$ cat config.mk
export PLATFORM = sky130hd
export DESIGN_NAME = dataexch_ctrl
export DESIGN_NICKNAME = d
export VERILOG_FILES = /design/src/rtl/dataexch_pkg.sv /design/src/rtl/dataexch_dirctl_chan.sv /design/src/rtl/dataexch_ctrl.sv
export SDC_FILE = /design/constraint.sdc
export NUM_CORES = 1
export LEC_CHECK = 0
export CAP_MARGIN = 20
export CELL_PAD_IN_SITES_DETAIL_PLACEMENT = 1
export CELL_PAD_IN_SITES_GLOBAL_PLACEMENT = 1
export CORE_MARGIN = 1
export CORE_UTILIZATION = 44
export DETAILED_ROUTE_END_ITERATION = 8
export PLACE_DENSITY_LB_ADDON = 0.15
export SLEW_MARGIN = 20
export SYNTH_ARGS = -nofsm -noshare
export SYNTH_HDL_FRONTEND = slang
export SYNTH_SLANG_ARGS = --single-unit
export TNS_END_PERCENT = 5
$ cat constraint.sdc
create_clock -name clk -period 2.44 [get_ports clk]
set_input_delay 0.244 -clock clk [delete_from_list [all_inputs] [get_ports clk]]
set_output_delay 0.244 -clock clk [all_outputs]
set_load 0.01 [all_outputs]
$ cat src/rtl/dataexch_pkg.sv
// Shared types and defaults for the A/B and C/D exchange-buffer direction controller.
package dataexch_pkg;

  typedef enum logic [1:0] {
    ST_IDLE = 2'd0,
    ST_GNT  = 2'd1,
    ST_TURN = 2'd2
  } chanState_t;

  localparam logic DIR_FWD = 1'b0;
  localparam logic DIR_REV = 1'b1;

  localparam int TURN_CYC_DEF  = 2;
  localparam int BURST_MAX_DEF = 16;
  localparam int CNT_W_DEF     = 8;

endpackage

$ cat src/rtl/dataexch_dirctl_chan.sv
// One channel's direction arbiter: grants forward/reverse, inserts turnaround dead cycles, bounds bursts.
// Latency: grant 1 cycle after request, TURN_CYC+1 after a direction change; strobes without a grant are ignored.
module dirctl_chan
  import dataexch_pkg::*;
#(
  parameter int TURN_CYC  = TURN_CYC_DEF,
  parameter int BURST_MAX = BURST_MAX_DEF,
  parameter int CNT_W     = CNT_W_DEF
) (
  input  logic clk,
  input  logic rst,
  input  logic fwdReq,
  input  logic revReq,
  input  logic stb,
  output logic oe,
  output logic gntFwd,
  output logic gntRev
);

  localparam logic [CNT_W-1:0] TURN_LOAD  = CNT_W'(TURN_CYC);
  localparam logic [CNT_W-1:0] BURST_LAST = CNT_W'(BURST_MAX - 1);

  chanState_t       state, stateNxt;
  logic             dir, dirNxt;
  logic [CNT_W-1:0] cnt, cntNxt;
  logic             wantReq, oppReq, beat;

  always_comb begin
    wantReq  = dir ? revReq : fwdReq;
    oppReq   = dir ? fwdReq : revReq;
    beat     = (state == ST_GNT) && wantReq && stb;
    stateNxt = state;
    dirNxt   = dir;
    cntNxt   = cnt;
    case (state)
      ST_IDLE: begin
        if (wantReq) begin
          stateNxt = ST_GNT;
          cntNxt   = '0;
        end else if (oppReq) begin
          stateNxt = ST_TURN;
          dirNxt   = ~dir;
          cntNxt   = TURN_LOAD;
        end
      end
      ST_GNT: begin
        if (!wantReq) begin
          stateNxt = ST_IDLE;
          cntNxt   = '0;
        end else if (beat) begin
          // The beat that completes the burst either hands over or restarts the window.
          if (cnt == BURST_LAST) begin
            if (oppReq) begin
              stateNxt = ST_TURN;
              dirNxt   = ~dir;
              cntNxt   = TURN_LOAD;
            end else begin
              cntNxt = '0;
            end
          end else begin
            cntNxt = cnt + CNT_W'(1);
          end
        end
      end
      ST_TURN: begin
        // dir already holds the new direction, so wantReq refers to the side being turned to.
        if (cnt <= CNT_W'(1)) begin
          stateNxt = wantReq ? ST_GNT : ST_IDLE;
          cntNxt   = '0;
        end else begin
          cntNxt = cnt - CNT_W'(1);
        end
      end
      default: begin
        stateNxt = ST_IDLE;
        dirNxt   = DIR_FWD;
        cntNxt   = '0;
      end
    endcase
  end

  always_ff @(posedge clk) begin
    if (rst) begin
      state  <= ST_IDLE;
      dir    <= DIR_FWD;
      cnt    <= '0;
      oe     <= DIR_FWD;
      gntFwd <= 1'b0;
      gntRev <= 1'b0;
    end else begin
      state  <= stateNxt;
      dir    <= dirNxt;
      cnt    <= cntNxt;
      oe     <= dirNxt;
      gntFwd <= (stateNxt == ST_GNT) && (dirNxt == DIR_FWD);
      gntRev <= (stateNxt == ST_GNT) && (dirNxt == DIR_REV);
    end
  end

endmodule

$ cat src/rtl/dataexch_ctrl.sv
// Drives oe0/oe1 and grants for the 32-bit A/B and C/D exchange buffer; two independent channels.
// Latency: all outputs registered, 1-cycle grant; requesters hold req and wait for their grant.
module dataexch_ctrl
  import dataexch_pkg::*;
#(
  parameter int TURN_CYC  = TURN_CYC_DEF,
  parameter int BURST_MAX = BURST_MAX_DEF,
  parameter int CNT_W     = CNT_W_DEF
) (
  input  logic clk,
  input  logic rst,
  input  logic req_ab,
  input  logic req_ba,
  input  logic stb0,
  input  logic req_cd,
  input  logic req_dc,
  input  logic stb1,
  output logic oe0,
  output logic oe1,
  output logic gnt_ab,
  output logic gnt_ba,
  output logic gnt_cd,
  output logic gnt_dc
);

  dirctl_chan #(
    .TURN_CYC (TURN_CYC),
    .BURST_MAX(BURST_MAX),
    .CNT_W    (CNT_W)
  ) chan0 (
    .clk   (clk),
    .rst   (rst),
    .fwdReq(req_ab),
    .revReq(req_ba),
    .stb   (stb0),
    .oe    (oe0),
    .gntFwd(gnt_ab),
    .gntRev(gnt_ba)
  );

  dirctl_chan #(
    .TURN_CYC (TURN_CYC),
    .BURST_MAX(BURST_MAX),
    .CNT_W    (CNT_W)
  ) chan1 (
    .clk   (clk),
    .rst   (rst),
    .fwdReq(req_cd),
    .revReq(req_dc),
    .stb   (stb1),
    .oe    (oe1),
    .gntFwd(gnt_cd),
    .gntRev(gnt_dc)
  );

endmodule

==> results of run 1 <==
-- stage by stage --
stage / hold WS [ns] / std cells / cell area, µm² / setup slack [ns]
final: 0.583 / 334 / 2330 / 0.267
after detailed placement: 0.565 / 330 / 2280 / 0.250
after CTS: 0.585 / 334 / 2330 / 0.285
after global placement: 0.536 / 330 / 2280 / 0.297
after global routing: 0.629 / 334 / 2330 / 0.0588
after floorplan: 0.442 / 271 / 2060 / 0.336
-- registers in the layout, indices dropped and copies added (netlist names) --
name          cells
chan0.gntFwd      1
chan1.oe          1
chan0.state       2
chan1.gntRev      1
chan1.state       2
chan0.cnt         8
chan1.cnt         8
chan0.gntRev      1
chan1.gntFwd      1
chan0.oe          1
-- placed cells by master, fill, tap and decap left out, drive strengths merged, types with 3 or more instances in the layout --
| master | n |
|---|---|
| a211oi | 3 |
| a21oi | 14 |
| a22o | 4 |
| a22oi | 3 |
| a31oi | 6 |
| a32o | 7 |
| and3 | 3 |
| buf | 16 |
| clkbuf | 4 |
| clkdlybuf4s50 | 13 |
| dfxtp | 26 |
| ha | 6 |
| inv | 13 |
| mux2i | 5 |
| nand2 | 20 |
| nand2b | 5 |
| nand3 | 13 |
| nand4 | 4 |
| nor2 | 20 |
| nor2b | 3 |
| nor3 | 6 |
| nor3b | 3 |
| nor4 | 4 |
| o2111ai | 3 |
| o211ai | 3 |
| o21ai | 23 |
| o22ai | 3 |
| or2 | 3 |
| or3 | 3 |
| or4 | 6 |
-- cells by family after synthesis --
group,after synthesis,synth area share [%]
compound gates,98,34.3
simple gates,96,24.7
buf+inv,35,7.28
flops,26,25.2
mux,7,3.52
fa+ha+maj,6,3.64
xor+xnor,3,1.27
-- final timing paths --
kind,end
setup / recovery,chan0.cnt[7]$_SDFFE_PP0P_
hold / removal,chan0.cnt[7]$_SDFFE_PP0P_
setup reg to reg,chan0.cnt[7]$_SDFFE_PP0P_
hold reg to reg,chan0.cnt[7]$_SDFFE_PP0P_
-- worst max-delay path, cell delays in order (launching register included) --
cell,delay [ns]
dfxtp_1,0.50
mux2i_1,0.48
o211ai_1,0.27
nor2_1,0.46
o2111ai_1,0.23
o311ai_1,0.14
-- cell type report --
| cell class | instances | area (µm²) | share of cell area (%) |
|---|---|---|---|
| well taps | 52 | 65.1 | 2.79 |
| inverters | 13 | 48.8 | 2.09 |
| multi-input cells | 210 | 1390 | 59.7 |
| clock buffers | 4 | 55.1 | 2.36 |
| flip-flops and latches | 26 | 520 | 22.3 |
| repair buffers | 29 | 250 | 10.7 |
-- where the power goes --
part | switching [W] | leakage (nW) | internal (W)
clock | 0.000146 | 0.0288 | 0.000145
sequential | 0.0000455 | 0.212 | 0.000450
combinational | 0.000203 | 0.606 | 0.000155
-- layer usage --
metal	up-vias	global-route usage [%]
met1	1062	35.5
met3	11	2.45
met5	-	0
li1	1066	-
met4	0	7.71
met2	31	46.2
==> run_results.csv, run 1 <==
group,metric,value,unit
drt,met3_wirelength,126,µm
min_path,min-delay-start,"chan0.cnt[7]$_SDFFE_PP0P_",
synthesis,ys_async_sr_fraction,0,%
cts,hold_buffers,0,
placement,portBuffers,13,
drt,vias,2170,
floorplan,start_util,46.4,%
power_and_ir_drop,totalPowerFinal,0.00114,W
min_path,hold_path.class,"register to register",
global_route,grt_max_degree,17,
cts,clk_pin_slew,0.10,ns
cts,htree_levels,1,
drt,wl_per_cell,18.7,µm
drt,drc,0,
global_route,grt_pass1_wl,10.8,mm
setup_path,cp_max_fo,8,
setup_path,crit_arrival,2.36,ns
drt,met1Wirelength,2.98,mm
global_route,antenna_found_initial,0,
cells_and_area,nets,297,
cts,post_cts.repair.setup_buffers,0,
timing,max_freq,0.460,GHz
cts,clk_path_buf_depth,2,
cells_and_area,n_antenna_cell,0,
floorplan,num_rows,24,
drt,drtAntennaViolNets,0,
cells_and_area,utilization,52.5,%
drt,finalWirelength,6.24,mm
setup_path,worst-r2r-cell-count,5,
setup_path,crit_type,"register to register",
cts,clock_latency,0.28,ns
cells_and_area,drive_gt1_share,9.93,%
timing,hold_viol,0,
timing,setup-tns-final,0,ns
setup_path,r2r_start,"chan0.oe$_SDFF_PP0_",
synthesis,synth_area_leaders,"dfxtp_1 (25%), ha_1 (3.6%), nand2_1 (3.6%)",
synthesis,ys_types,66,
setup_path,regToRegSetupSlack,0.27,ns
floorplan,die-area,4970,µm²
floorplan,die_x,70.5,µm
placement,gp_congestion,0.838,
job,maxCapViolations,0,
timing,worstMarginPinSlew,0.525,ns
cts,numCtsBuffers,3,
power_and_ir_drop,leakage,0.847,nW
drt,wl_met2,3.03,mm
synthesis,syn_nets,285,
floorplan,coreArea,4440,µm²
drt,routed_via_density,6.50,
drt,firstDrtPassIters,5,
cells_and_area,fillCellCount,572,
cts,post_cts_resized,0,
drt,routed.top_layer,"met4",
cells_and_area,area_growth,13.0,%
timing,setup_viol,0,
synthesis,synth_seq_cells,26,
timing,relSlewSlack,64.9,%
floorplan,io_pins,14,
power_and_ir_drop,peakVddDrop,0.000222,V
cts,cts-root-buf,"clkbuf_8",
synthesis,post-synth-top-area-cell,"dfxtp_1",
setup_path,required,2.62,ns
synthesis,netlist_instances,271,
synthesis,yosysWarnings,0,
synthesis,synth_flop_cell,"dfxtp_1",
global_route,overflow,0,
floorplan,die_h,70.5,µm
drt,first_iter_violations,154,
timing,fin_crit_sh,89.1,%
run_status,status,"completed",
synthesis,synth.top_cell.area_share,25.2,%
power_and_ir_drop,power_density,491,nW/µm²
global_route,grt_util_all_layers,26.8,%
global_route,grt_pass1_vias,2140,
setup_path,startpoint,"chan0.oe$_SDFF_PP0_",
synthesis,synth_common_cells,"dfxtp_1 (26), nand2_1 (20), nor2_1 (20)",
synthesis,synth_seq_area_share,25.2,%
synthesis,syn_area_per_cell,7.61,µm²
synthesis,synth_area,2060,µm²
cts,cts_sinks,26,
placement,hpwl,4.74,mm
timing,rsz0062_at_grt,"false",
timing,min_period,2.17,ns
timing,finClkSkew,0.00465,ns
synthesis,synth_most_common_cell,"dfxtp_1",
min_path,hold_depth,2,
setup_path,cp-start-kind,"register",
cts,cts_tree,"done",
synthesis,synth_edf_count,0,
setup_path,critPathCaptureType,"register",
timing,drv_slew,0,
Note: power is estimated with default switching activity, not from simulation.
==> inputs of run 2 (changes only) <==
--- a/config.mk
+++ b/config.mk
@@ -9,7 +9,8 @@
 export CELL_PAD_IN_SITES_DETAIL_PLACEMENT = 1
 export CELL_PAD_IN_SITES_GLOBAL_PLACEMENT = 1
 export CORE_MARGIN = 1
-export CORE_UTILIZATION = 44
+export CORE_UTILIZATION = 45
+export CTS_BUF_LIST = sky130_fd_sc_hd__clkbuf_8
 export DETAILED_ROUTE_END_ITERATION = 8
 export PLACE_DENSITY_LB_ADDON = 0.15
 export SLEW_MARGIN = 20
==> run 2 against run 1 <==
- clock skew about the same
- non-clock buffer count fell by 1
- hold slack got worse by 0.024 ns
- power decreased by 0.56%
- global-route usage fell by 0.87 points
- sequential power barely moved
- final area decreased by 0.32%
- critical path type unchanged
- wire length is 3.4% lower
- utilization increased by 0.55 points
- clock-buffer cell count unchanged
- critical endpoint is now chan0.cnt[6]$_SDFFE_PP0P_
- via count down 2.2%
- critical path depth rose by 3
- largest cell class unchanged
==> run_results.csv, run 2 (synthesis results as in run 1) <==
group,metric,value,unit
run_status,status,"completed",
timing,relSlewSlack,66.6,%
placement,placed_cell_area,2270,µm²
cells_and_area,fillCellCount,565,
setup_path,crit_arrival,2.39,ns
cts,clock_latency,0.27,ns
cells_and_area,final_area,2320,µm²
cells_and_area,area_growth,12.7,%
placement,portBuffers,13,
drt,wl_per_cell,18.1,µm
setup_path,critPathCaptureType,"register",
cells_and_area,drive_gt1_share,9.61,%
cells_and_area,layout_common_cells,"dfxtp_1 (26), nor2_1 (20), nand2_1 (20), buf_4 (15)",
setup_path,r2r-end,"chan0.cnt[6]$_SDFFE_PP0P_",
drt,vias,2123,
global_route,grt_pass1_wl,10.3,mm
drt,drtAntennaViolNets,0,
global_route,grt_util_all_layers,26.0,%
cts,numCtsBuffers,3,
timing,setup-tns-final,0,ns
power_and_ir_drop,peakVddDrop,0.000253,V
drt,first_iter_violations,195,
cts,hold_buffers,0,
power_and_ir_drop,power_density,489,nW/µm²
cells_and_area,n_antenna_cell,0,
setup_path,cp-start-kind,"register",
setup_path,crit_type,"register to register",
global_route,antenna_found_initial,0,
cells_and_area,largestRegisters,"chan0.cnt x8, chan1.cnt x8",
floorplan,start_util,47.1,%
min_path,hold_depth,2,
cells_and_area,layout_commonest_cell,"dfxtp_1",
cts,cts-root-buf,"clkbuf_8",
global_route,grt_max_degree,17,
setup_path,critical-path-max-stage-delay,0.47,ns
timing,hold_slack,0.558,ns
timing,setup_viol,0,
setup_path,cp_max_fo,11,
floorplan,die_x,69.7,µm
cts,clk_path_buf_depth,2,
cts,post_cts.repair.setup_buffers,0,
min_path,min_to,"chan0.cnt[7]$_SDFFE_PP0P_",
floorplan,die-area,4860,µm²
job,maxCapViolations,0,
global_route,overflow,0,
timing,rsz0062_at_grt,"false",
cells_and_area,stdcell_count,333,
timing,drv_slew,0,
setup_path,crit_chain,"inv_1, ha_1, nor2_1, o41ai_2, buf_4, or4_1, o21ai_0, a32o_1",
timing,finClkSkew,0.00452,ns
placement,dp_cells,329,
drt,drc,0,
timing,fin_crit_sh,89.0,%
placement,hpwl,4.70,mm
floorplan,die_h,69.7,µm
power_and_ir_drop,leakage,0.843,nW
setup_path,required,2.66,ns
cts,cts_tree,"done",
setup_path,r2r_start,"chan0.cnt[1]$_SDFFE_PP0P_",
min_path,min-delay-start,"chan0.cnt[7]$_SDFFE_PP0P_",
cts,post_cts_resized,0,
cts,clk_pin_slew,0.09,ns
cells_and_area,nets,296,
timing,worstMarginPinSlew,0.486,ns
drt,firstDrtPassIters,4,
floorplan,num_rows,24,
setup_path,slowest_stage,"dfxtp_1",
global_route,grt_pass1_vias,2172,
timing,hold_viol,0,
cts,htree_levels,1,
timing,min_period,2.17,ns
placement,gp_congestion,0.848,
floorplan,io_pins,14,
drt,routed_via_density,6.38,
drt,finalWirelength,6.03,mm
cts,cts_sinks,26,
floorplan,coreArea,4380,µm²
timing,max_freq,0.460,GHz
setup_path,worst-r2r-cell-count,8,
min_path,hold_path.class,"register to register",
setup_path,regToRegSetupSlack,0.27,ns
## run 2: power breakdown
| group | switching (W) | internal (W) |
|---|---|---|
| clock | 0.000142 | 0.000144 |
| sequential | 0.0000437 | 0.000450 |
| combinational | 0.000203 | 0.000154 |
## run 2: final cells by class
type	instances	area, µm²	area share (%)
Clock buffer	4	55.1	2.37
Inverter	13	48.8	2.10
Multi-Input combinational cell	210	1390	59.9
Sequential cell	26	520	22.4
Tap cell	52	65.1	2.80
Timing Repair Buffer	28	243	10.4
## run 2: worst max path at each step
stage,from,to,depth (start not counted),slack (ns)
2_1_floorplan,chan0.cnt[4]$_SDFFE_PP0P_,chan0.cnt[2]$_SDFFE_PP0P_,6,0.34
3_3_place_gp,req_ba,chan0.cnt[7]$_SDFFE_PP0P_,6,0.22
3_5_place_dp,req_ab,chan0.cnt[7]$_SDFFE_PP0P_,6,0.20
4_1_cts,chan0.cnt[1]$_SDFFE_PP0P_,chan0.cnt[6]$_SDFFE_PP0P_,8,0.26
5_1_grt,chan0.oe$_SDFF_PP0_,chan0.cnt[7]$_SDFFE_PP0P_,5,0.12
6_report,chan0.cnt[1]$_SDFFE_PP0P_,chan0.cnt[6]$_SDFFE_PP0P_,8,0.27
## run 2: worst max-delay path: cells and delay by family (launching register included)
family	cells	cell delay [ns]
flops	1	0.47
fa+ha+maj	1	0.25
simple gates	2	0.76
compound gates	3	0.33
buf+inv	2	0.29
## run 2: through the flow
stage	power, W	worst slack (ns)	utilization [%]
6_report	0.00114	0.268	53.0
5_1_grt	0.00120	0.121	53.0
4_1_cts	0.00114	0.261	53.0
3_5_place_dp	0.000859	0.204	51.8
3_3_place_gp	0.000849	0.220	51.8
2_1_floorplan	0.000734	0.336	-
## run 2: per-layer routing
metal | up-vias | track usage (%) | wire length [µm]
li1 | 1061 | - | -
met1 | 1038 | 33.3 | 2870
met2 | 18 | 46.0 | 3000
met3 | 6 | 2.47 | 86
met4 | 0 | 7.78 | 74
met5 | - | 0 | 0
==> inputs of run 3 (changes only) <==
--- a/config.mk
+++ b/config.mk
@@ -5,11 +5,12 @@
 export SDC_FILE = /design/constraint.sdc
 export NUM_CORES = 1
 export LEC_CHECK = 0
+export ABC_AREA = 1
 export CAP_MARGIN = 20
 export CELL_PAD_IN_SITES_DETAIL_PLACEMENT = 1
 export CELL_PAD_IN_SITES_GLOBAL_PLACEMENT = 1
 export CORE_MARGIN = 1
-export CORE_UTILIZATION = 45
+export CORE_UTILIZATION = 46
 export CTS_BUF_LIST = sky130_fd_sc_hd__clkbuf_8
 export DETAILED_ROUTE_END_ITERATION = 8
 export PLACE_DENSITY_LB_ADDON = 0.15
==> constraint.sdc (replaced) <==
create_clock -name clk -period 2.5 [get_ports clk]
set_input_delay 0.25 -clock clk [delete_from_list [all_inputs] [get_ports clk]]
set_output_delay 0.25 -clock clk [all_outputs]
set_load 0.01 [all_outputs]
==> run 3 against run 2 <==
- critical path depth is 3 higher
- wire length is 12% lower
- sequential power is 3% lower
- power up 3.8%
- register-to-register slack gained 0.52 ns
- sequential share of layout area grew 0.36 points
- final area shrank 1.6%
- combinational power up 20%
- maximum frequency rose by 27%
- utilization up 2.2 points
- critical path type unchanged
- highest routed layer unchanged
==> run_results.csv, run 3 <==
group,metric,value,unit
synthesis,synth_most_common_cell,"nand2_1",
setup_path,critPathCaptureType,"register",
synthesis,yosysWarnings,0,
setup_path,r2r-end,"chan0.cnt[5]$_SDFFE_PP0P_",
cts,hold_buffers,0,
synthesis,synth_area,2060,µm²
min_path,min_to,"chan0.cnt[1]$_SDFFE_PP0P_",
synthesis,synth_seq_area_share,25.2,%
setup_path,crit_chain,"inv_1, ha_1, nor2_1, nor2_1, nand2_1, nand2_2, inv_1, nand3_1, nand2_1, nand2_1, a21oi_1",
synthesis,netlist_instances,335,
drt,wl_per_cell,13.3,µm
synthesis,muxShareOfSynthArea,0,%
drt,drtAntennaViolNets,0,
synthesis,yosys.area_share.simple,41.3,%
drt,first_iter_violations,84,
cells_and_area,n_antenna_cell,0,
cells_and_area,layout_commonest_cell,"nand2_1",
setup_path,required,2.71,ns
setup_path,crit_arrival,1.92,ns
synthesis,synth_top_family_by_area,"simple AND/OR/NAND/NOR gates",
floorplan,start_util,49.8,%
job,maxCapViolations,0,
synthesis,syn_nets,349,
placement,hpwl,4.27,mm
timing,setup_viol,0,
synthesis,synth_edf_count,0,
setup_path,cp-start-kind,"register",
min_path,min-delay-start,"chan0.cnt[1]$_SDFFE_PP0P_",
power_and_ir_drop,totalPowerFinal,0.00118,W
floorplan,num_rows,23,
min_path,hold_depth,2,
placement,dp_worst_setup_slack,0.607,ns
timing,rsz0062_at_grt,"false",
drt,vias,2117,
setup_path,cp_common_cell,"nand2_1",
placement,portBuffers,13,
cts,post_cts_resized,0,
cts,clock_latency,0.27,ns
run_status,status,"completed",
synthesis,ys_types,29,
synthesis,syn_area_per_cell,6.16,µm²
cts,clk_path_buf_depth,2,
synthesis,synth-xor-area-share,5.09,%
cells_and_area,nets,362,
timing,finClkSkew,0.00546,ns
global_route,antenna_found_initial,0,
power_and_ir_drop,peakVddDrop,0.000257,V
global_route,grt_pass1_vias,2010,
global_route,grt_util_all_layers,25.0,%
timing,min_period,1.72,ns
cts,cts_sinks,26,
setup_path,critical-path-max-stage-delay,0.38,ns
power_and_ir_drop,power_density,516,nW/µm²
synthesis,synth_compound_area_share,14.4,%
timing,setup-tns-final,0,ns
cells_and_area,layout_common_cells,"nand2_1 (100), inv_1 (42), nand3_1 (34), dfxtp_1 (26)",
power_and_ir_drop,leakage,1.06,nW
cells_and_area,largestRegisters,"chan0.cnt x8, chan1.cnt x8",
synthesis,synth_seq_cells,26,
setup_path,cp_max_fo,6,
timing,relSlewSlack,77.7,%
min_path,hold_path.class,"register to register",
timing,setup_slack,0.784,ns
drt,finalWirelength,5.28,mm
synthesis,synth_common_cells,"nand2_1 (100), inv_1 (42), nand3_1 (34)",
timing,fin_crit_sh,68.6,%
setup_path,worst-r2r-cell-count,11,
drt,routed_via_density,5.33,
drt,firstDrtPassIters,4,
setup_path,r2r_start,"chan0.cnt[0]$_SDFFE_PP0P_",
setup_path,crit_type,"register to register",
global_route,grt_max_degree,17,
synthesis,synthAdderAreaFrac,3.64,%
drt,drc,0,
setup_path,regToRegSetupSlack,0.78,ns
timing,worstMarginPinSlew,0.333,ns
timing,hold_viol,0,
synthesis,synth_area_leaders,"dfxtp_1 (25%), nand2_1 (18%), nand3_1 (8.2%)",
global_route,overflow,0,
cells_and_area,area_growth,10.9,%
floorplan,coreArea,4140,µm²
synthesis,synth_flop_cell,"dfxtp_1",
cts,htree_levels,1,
floorplan,die_x,69.0,µm
timing,max_freq,0.583,GHz
cts,post_cts.repair.setup_buffers,0,
cts,numCtsBuffers,3,
floorplan,io_pins,14,
cts,cts-root-buf,"clkbuf_8",
cts,clk_pin_slew,0.09,ns
global_route,grt_pass1_wl,8.94,mm
synthesis,post-synth-top-area-cell,"dfxtp_1",
synthesis,ys_async_sr_fraction,0,%
placement,gp_congestion,0.811,
floorplan,die_h,69.0,µm
setup_path,slowest_stage,"dfxtp_1",
floorplan,die-area,4760,µm²
cts,cts_tree,"done",
cells_and_area,drive_gt1_share,9.22,%
synthesis,synth.top_cell.area_share,25.2,%
timing,drv_slew,0,
## run 3: changes by cell type in the layout (fill, tap and decap cells not counted), sizes merged, moves of 10 or more
cell and change:
a21oi +10, buf -14, nand3 +23, nand2 +88
nor2 +11, inv +35
## run 3: stage by stage
step	util (%)	area (µm²)	instances	hold WS, ns
after floorplan	-	2060	335	0.426
after global placement	53.9	2230	393	0.498
after detailed placement	53.9	2230	393	0.501
after CTS	55.2	2290	397	0.514
after global routing	55.2	2290	397	0.534
final	55.2	2290	397	0.506
## run 3: worst max path at each step
| stage | start | end | cells past startpoint |
|---|---|---|---|
| 2_1_floorplan | chan1.cnt[0]$_SDFFE_PP0P_ | chan1.cnt[1]$_SDFFE_PP0P_ | 9 |
| 3_3_place_gp | req_dc | chan1.cnt[0]$_SDFFE_PP0P_ | 8 |
| 3_5_place_dp | req_dc | chan1.cnt[1]$_SDFFE_PP0P_ | 8 |
| 4_1_cts | chan0.cnt[0]$_SDFFE_PP0P_ | chan0.cnt[5]$_SDFFE_PP0P_ | 11 |
| 5_1_grt | chan0.cnt[0]$_SDFFE_PP0P_ | chan0.cnt[5]$_SDFFE_PP0P_ | 11 |
| 6_report | chan0.cnt[0]$_SDFFE_PP0P_ | chan0.cnt[5]$_SDFFE_PP0P_ | 11 |
## run 3: cell type report
cell class / count / area, µm²
clock buffer: 4 / 55.1
fill: 600 / 1860
inverter: 48 / 183
multi-input combinational: 255 / 1330
sequential: 26 / 520
tap: 50 / 62.6
timing repair buffer: 14 / 138
## run 3: cells by family after synthesis
group | count (synthesis)
buffers and inverters | 54
flip-flops | 26
adder cells (fa/ha/maj) | 6
XOR/XNOR | 12
AO/OA/AOI/OAI | 53
AND/OR/NAND/NOR | 184
## run 3: routing by layer
metal	GRT usage [%]	vias up	part of all wire (%)
met2	44.4	13	48
met5	0	-	0
met1	32.4	1002	50
li1	-	1097	-
met4	5.10	0	0.87
met3	2.30	5	1.5
## run 3: where the power goes
part / total (W) / internal (W) / switching, W
sequential: 0.000479 / 0.000446 / 0.0000335
combinational: 0.000430 / 0.000153 / 0.000278
clock: 0.000271 / 0.000141 / 0.000131
total: 0.00118 / 0.000740 / 0.000442
## run 3: worst max-delay path: cells and delay by family (launching register included)
family	cells	cell delay (ns)
flip-flops	1	0.38
AND/OR/NAND/NOR	7	0.65
buffers and inverters	2	0.23
adder cells (fa/ha/maj)	1	0.27
AO/OA/AOI/OAI	1	0.11
